`config.mk`:
```
export PLATFORM = sky130hd
export DESIGN_NAME = i2c_bus_cond_detector
export DESIGN_NICKNAME = d
export VERILOG_FILES = /design/src/rtl/i2c_pkg.sv /design/src/rtl/i2c_line_filter.sv /design/src/rtl/i2c_bus_cond_detector.sv
export SDC_FILE = /design/constraint.sdc
export NUM_CORES = 1
export LEC_CHECK = 0
export CAP_MARGIN = 5
export CORE_UTILIZATION = 30
export DETAILED_ROUTE_END_ITERATION = 8
export SYNTH_ARGS = -nofsm -noshare
export SYNTH_HDL_FRONTEND = slang
export SYNTH_SLANG_ARGS = --single-unit
export TNS_END_PERCENT = 5
```
`constraint.sdc`:
```
create_clock -name clk -period 1.8 [get_ports clk]
set_input_delay 0.36 -clock clk [delete_from_list [all_inputs] [get_ports clk]]
set_output_delay 0.36 -clock clk [all_outputs]
set_load 0.01 [all_outputs]
```
`src/rtl/i2c_pkg.sv`:
```
// ---------------------------------------------------------------------------
// i2c_pkg
// Shared definitions for the I2C bus-condition detector:
//   - bus_state_e     : bus tracking state (idle / busy)
//   - I2C_SYNC_STAGES : default synchroniser depth per line
//   - I2C_FILT_LEN    : default number of stable samples before a line changes
// ---------------------------------------------------------------------------
package i2c_pkg;

    typedef enum logic {
        ST_IDLE = 1'b0,
        ST_BUSY = 1'b1
    } bus_state_e;

    localparam int I2C_SYNC_STAGES = 2;
    localparam int I2C_FILT_LEN    = 3;

endpackage

```
`src/rtl/i2c_line_filter.sv`:
```
// ---------------------------------------------------------------------------
// i2c_line_filter
// Synchroniser plus stability filter for one open-drain I2C line. Both the
// chain and the filtered value reset to 1 (released bus).
// Ports:
//   clk     in  system clock
//   rst_n   in  asynchronous active-low reset
//   i_line  in  raw pad value (asynchronous)
//   o_line  out synchronised, filtered line value (registered)
// ---------------------------------------------------------------------------
module i2c_line_filter #(
    parameter int SYNC_STAGES = 2,
    parameter int FILT_LEN    = 3
) (
    input  logic clk,
    input  logic rst_n,
    input  logic i_line,
    output logic o_line
);

    // Counter only needs to reach FILT_LEN-1; the FILT_LEN-th differing
    // sample updates the filtered value instead of incrementing.
    localparam int              CNT_W    = (FILT_LEN > 1) ? $clog2(FILT_LEN) : 1;
    localparam logic [CNT_W-1:0] CNT_LAST = CNT_W'(FILT_LEN - 1);

    logic [SYNC_STAGES-1:0] r_sync;
    logic [CNT_W-1:0]       r_cnt;
    logic                   r_filt;
    logic                   w_sync;

    assign w_sync = r_sync[SYNC_STAGES-1];
    assign o_line = r_filt;

    always_ff @(posedge clk or negedge rst_n) begin
        if (!rst_n) begin
            r_sync <= '1;
        end else begin
            r_sync <= {r_sync[SYNC_STAGES-2:0], i_line};
        end
    end

    always_ff @(posedge clk or negedge rst_n) begin
        if (!rst_n) begin
            r_cnt  <= '0;
            r_filt <= 1'b1;
        end else if (w_sync != r_filt) begin
            if (r_cnt == CNT_LAST) begin
                r_filt <= w_sync;
                r_cnt  <= '0;
            end else begin
                r_cnt <= r_cnt + CNT_W'(1);
            end
        end else begin
            // Any sample agreeing with the filtered value restarts the run.
            r_cnt <= '0;
        end
    end

endmodule

```
`src/rtl/i2c_bus_cond_detector.sv`:
```
// ---------------------------------------------------------------------------
// i2c_bus_cond_detector
// Filters raw SCL/SDA and reports START, repeated START and STOP, tracks the
// bus-busy state, and optionally releases a bus left idle-high while busy.
// Ports:
//   clk        in  system clock
//   rst_n      in  asynchronous active-low reset
//   enable     in  detection enable (filters run regardless)
//   scl, sda   in  raw pad lines (asynchronous)
//   scl_f      out filtered SCL
//   sda_f      out filtered SDA
//   start      out 1-clk pulse, START seen while idle
//   rep_start  out 1-clk pulse, START seen while busy
//   stop       out 1-clk pulse, STOP seen
//   bus_busy   out level, state is BUSY
//   timeout    out 1-clk pulse, busy bus sat idle-high for IDLE_TIMEOUT clks
// ---------------------------------------------------------------------------
module i2c_bus_cond_detector
    import i2c_pkg::*;
#(
    parameter int SYNC_STAGES  = I2C_SYNC_STAGES,
    parameter int FILT_LEN     = I2C_FILT_LEN,
    parameter int IDLE_TIMEOUT = 0,
    parameter int TO_W         = 16
) (
    input  logic clk,
    input  logic rst_n,
    input  logic enable,
    input  logic scl,
    input  logic sda,
    output logic scl_f,
    output logic sda_f,
    output logic start,
    output logic rep_start,
    output logic stop,
    output logic bus_busy,
    output logic timeout
);

    localparam logic            TO_EN   = (IDLE_TIMEOUT > 0);
    localparam logic [TO_W-1:0] TO_LAST = (IDLE_TIMEOUT > 0) ? TO_W'(IDLE_TIMEOUT - 1) : '0;

    logic       w_scl_f, w_sda_f;
    logic       r_scl_p, r_sda_p;
    logic       w_start_cond, w_stop_cond, w_both_high, w_to_hit;
    logic [TO_W-1:0] r_to_cnt;
    bus_state_e r_state, w_state_nxt;
    logic       w_start_nxt, w_rep_nxt, w_stop_nxt, w_to_nxt;
    logic       r_start, r_rep, r_stop, r_to;

    i2c_line_filter #(.SYNC_STAGES(SYNC_STAGES), .FILT_LEN(FILT_LEN)) u_scl_filt (
        .clk    (clk),
        .rst_n  (rst_n),
        .i_line (scl),
        .o_line (w_scl_f)
    );

    i2c_line_filter #(.SYNC_STAGES(SYNC_STAGES), .FILT_LEN(FILT_LEN)) u_sda_filt (
        .clk    (clk),
        .rst_n  (rst_n),
        .i_line (sda),
        .o_line (w_sda_f)
    );

    always_ff @(posedge clk or negedge rst_n) begin
        if (!rst_n) begin
            r_scl_p <= 1'b1;
            r_sda_p <= 1'b1;
        end else begin
            r_scl_p <= w_scl_f;
            r_sda_p <= w_sda_f;
        end
    end

    // Requiring SCL high on both samples rejects simultaneous SCL/SDA changes.
    assign w_start_cond = r_scl_p & w_scl_f &  r_sda_p & ~w_sda_f;
    assign w_stop_cond  = r_scl_p & w_scl_f & ~r_sda_p &  w_sda_f;
    assign w_both_high  = w_scl_f & w_sda_f;

    // STOP excluded explicitly so the pulses stay exclusive even at
    // IDLE_TIMEOUT=1, where the counter threshold is zero.
    assign w_to_hit = TO_EN && (r_state == ST_BUSY) && w_both_high
                      && (r_to_cnt == TO_LAST) && !w_stop_cond;

    always_ff @(posedge clk or negedge rst_n) begin
        if (!rst_n) begin
            r_to_cnt <= '0;
        end else if (TO_EN && enable && (r_state == ST_BUSY) && w_both_high && !w_to_hit) begin
            r_to_cnt <= r_to_cnt + TO_W'(1);
        end else begin
            r_to_cnt <= '0;
        end
    end

    always_comb begin
        w_state_nxt = r_state;
        w_start_nxt = 1'b0;
        w_rep_nxt   = 1'b0;
        w_stop_nxt  = 1'b0;
        w_to_nxt    = 1'b0;
        if (!enable) begin
            w_state_nxt = ST_IDLE;
        end else begin
            case (r_state)
                ST_IDLE: begin
                    if (w_start_cond) begin
                        w_start_nxt = 1'b1;
                        w_state_nxt = ST_BUSY;
                    end else if (w_stop_cond) begin
                        w_stop_nxt = 1'b1;
                    end
                end
                ST_BUSY: begin
                    if (w_start_cond) begin
                        w_rep_nxt = 1'b1;
                    end else if (w_stop_cond) begin
                        w_stop_nxt  = 1'b1;
                        w_state_nxt = ST_IDLE;
                    end else if (w_to_hit) begin
                        w_to_nxt    = 1'b1;
                        w_state_nxt = ST_IDLE;
                    end
                end
                default: w_state_nxt = ST_IDLE;
            endcase
        end
    end

    always_ff @(posedge clk or negedge rst_n) begin
        if (!rst_n) begin
            r_state <= ST_IDLE;
            r_start <= 1'b0;
            r_rep   <= 1'b0;
            r_stop  <= 1'b0;
            r_to    <= 1'b0;
        end else begin
            r_state <= w_state_nxt;
            r_start <= w_start_nxt;
            r_rep   <= w_rep_nxt;
            r_stop  <= w_stop_nxt;
            r_to    <= w_to_nxt;
        end
    end

    assign scl_f     = w_scl_f;
    assign sda_f     = w_sda_f;
    assign start     = r_start;
    assign rep_start = r_rep;
    assign stop      = r_stop;
    assign timeout   = r_to;
    assign bus_busy  = (r_state == ST_BUSY);

endmodule

```
==> metrics.cfg <==
[die]
num_rows = 15
dieWidth_um = 45.23
ioPinCount = 12
die_area_um2 = 2045
initial_core_util_pct = 32.11
die_h_um = 45.23
core_um2 = 1745

[sta]
hold_violations = 0
finClkSkew_ns = 0.008519
setup_viol = 0
period_needed_ns = 1.717
fmax_mhz = 582.5
post-route-period-util_pct = 95.37
drv_slew = 0
setup_tns_ns = 0
rsz0062_at_grt = false
fin_hold_ws_ns = 0.3618

[routing]
wire_per_inst_um = 11.00
drtPass1Iterations = 2
vias = 320
drc_errors = 0
wirelength_um = 847
vias_per_cell = 4.156
drtIter0Drc = 2
ant_nets = 0

[place]
port_buffers = 10
place.gp.congestion = 0.6947

[setup_path]
cp_num_buf_inv = 1
worstSetupStartpointType = flop
cp_cell_sequence = clkdlybuf4s50_1
critPathTopFamily = flip-flops
end_kind = primary output
critPathKind = reg -> out
crit_required_ns = 1.44
slowest_delay_ns = 0.54
cp_slowest_cell = dfstp_2
arrival_ns = 1.36
critPathMaxFanout = 2

[synth]
syn_inst = 37
yosysSeqAreaShare_pct = 73.21
synth_area_leaders = dfstp_2, dfrtp_1, mux2_1
synth_area_leader_cell = dfstp_2
ys_top_cells_by_count = dfrtp_1, dfstp_2, nor3_1
synth_top_area_share_pct = 37.50
synth_ff_type = dfstp_2
synth_area_per_cell_um2 = 15.15
synth_edf_count = 0
syn_nets = 42
netlist_area_um2 = 560.5
async_flop_share_pct = 100.0
yosys_warnings = 0
ys_types = 17
synth_seq_cells = 16

[clocking]
clock_sinks = 16
cts_htree_levels = 1
root_buffer = clkbuf_4
numCtsBuffers = 3
ctsHoldBuffers = 0
path_clk_slew_ns = 0.10
cts_tree = built
cts_max_path_buffers = 2
clk_latency_ns = 0.29

[pwr]
p_total_uw = 1096
ir_worst_vdd_uv = 581.8
p_per_area_nw_per_um2 = 1492
p_leak_uw = 0.0003136

[global_route]
overflow = 0
top_usage_layer = met2
grtUsageMet3_pct = 3.600
antenna_found_initial = 0
met2_usage_pct = 14.20
globalRouteMet1Util_pct = 14.10
grt_pass1_vias = 325
grt.total_usage_pct = 10.55
grt_max_degree = 17
grt_first_pass_wirelength_um = 1462

[final_layout]
fillerInstances = 165
drive_gt1_share_pct = 28.85
num_antenna_cells = 0
area_growth_pct = 31.03
nets = 58

[status]
status = finished, final reports clean

[min_path]
hold_path_class = reg -> reg

[job]
max_cap_viol_count = 0

## per-layer routing
metal / vias to the layer above / wire [µm]
met3: 0 / 40
li1: 154 / -
met5: - / 0
met2: 10 / 375
met1: 156 / 432
met4: 0 / 0
## per-stage QoR
stage                     cell area (µm²)  util, %  cells  setup WS, ns
after detailed placement            691.9    39.64     72        0.3044
final                               734.5    42.08     77       0.08327
after CTS                           734.5    42.08     77       0.07009
after global routing                734.5    42.08     77       0.03360
after floorplan                     560.5        -     37        0.8343
after global placement              691.9    39.64     72        0.3221
## placed cells by master, fill, tap and decap left out, types with 2 or more instances in the layout
cell	Yosys	routed
nor3b_1	2	2
nor3_1	3	3
dfstp_2	8	8
clkbuf_4	0	3
clkdlybuf4s50_1	0	9
xnor2_1	2	2
buf_4	1	2
dfrtp_1	8	8
nor2b_1	2	2
mux2_1	2	2
## cell families after synthesis
kind of cell | synth area share (%)
AOI/OAI and AO/OA | 2.680
xor gates and xnor gates | 3.126
buffers and inverters | 2.009
DFF | 73.21
muxes | 4.018
other | 0.6690
and+or+nand+nor | 14.28
## state kept, by name (all words and copies together), names as in the netlist
name / flops
rep_start: 1
bus_busy: 1
stop: 1
r_scl_p: 1
u_scl_filt.r_cnt: 2
r_sda_p: 1
u_sda_filt.r_sync: 2
u_scl_filt.r_sync: 2
u_sda_filt.r_cnt: 2
start: 1
u_sda_filt.o_line: 1
u_scl_filt.o_line: 1
## what timing repair did
item                                    4_1_cts  5_1_grt
endpoints found under the setup margin        2        0
resized for setup                             1        0
buffers inserted                              1        0
## where the power goes
group / total, µW / switching (µW) / internal [µW]
clock: 239 / 116 / 123
sequential: 580 / 80.8 / 499
combinational: 277 / 116 / 161
total: 1100 / 312 / 783
## cell type report
type	count	area, µm²	share of cell area [%]
multi-input cells	19	138.9	18.91
well taps	25	31.28	4.259
clock buffers	4	36.28	4.940
inverters	1	3.754	0.5111
repair buffers	12	113.9	15.50
flip-flops and latches	16	410.4	55.88
## path summary, 6_finish.rpt
path,cells after the start,slack (ns),start,end
setup reg to reg,2,0.74,u_scl_filt.o_line$_DFFE_PN1P_,bus_busy$_DFF_PN0_
min in group asynchronous,2,0.38,rst_n,u_sda_filt.r_cnt[1]$_DFF_PN0_
hold reg to reg,0,0.36,u_sda_filt.r_sync[0]$_DFF_PN1_,u_sda_filt.r_sync[1]$_DFF_PN1_
setup / recovery,1,0.08,u_sda_filt.o_line$_DFFE_PN1P_,sda_f
hold / removal,0,0.36,u_sda_filt.r_sync[0]$_DFF_PN1_,u_sda_filt.r_sync[1]$_DFF_PN1_
max in group asynchronous,2,1.17,rst_n,u_scl_filt.r_sync[1]$_DFF_PN1_
Note: power is estimated with default switching activity, not from simulation.
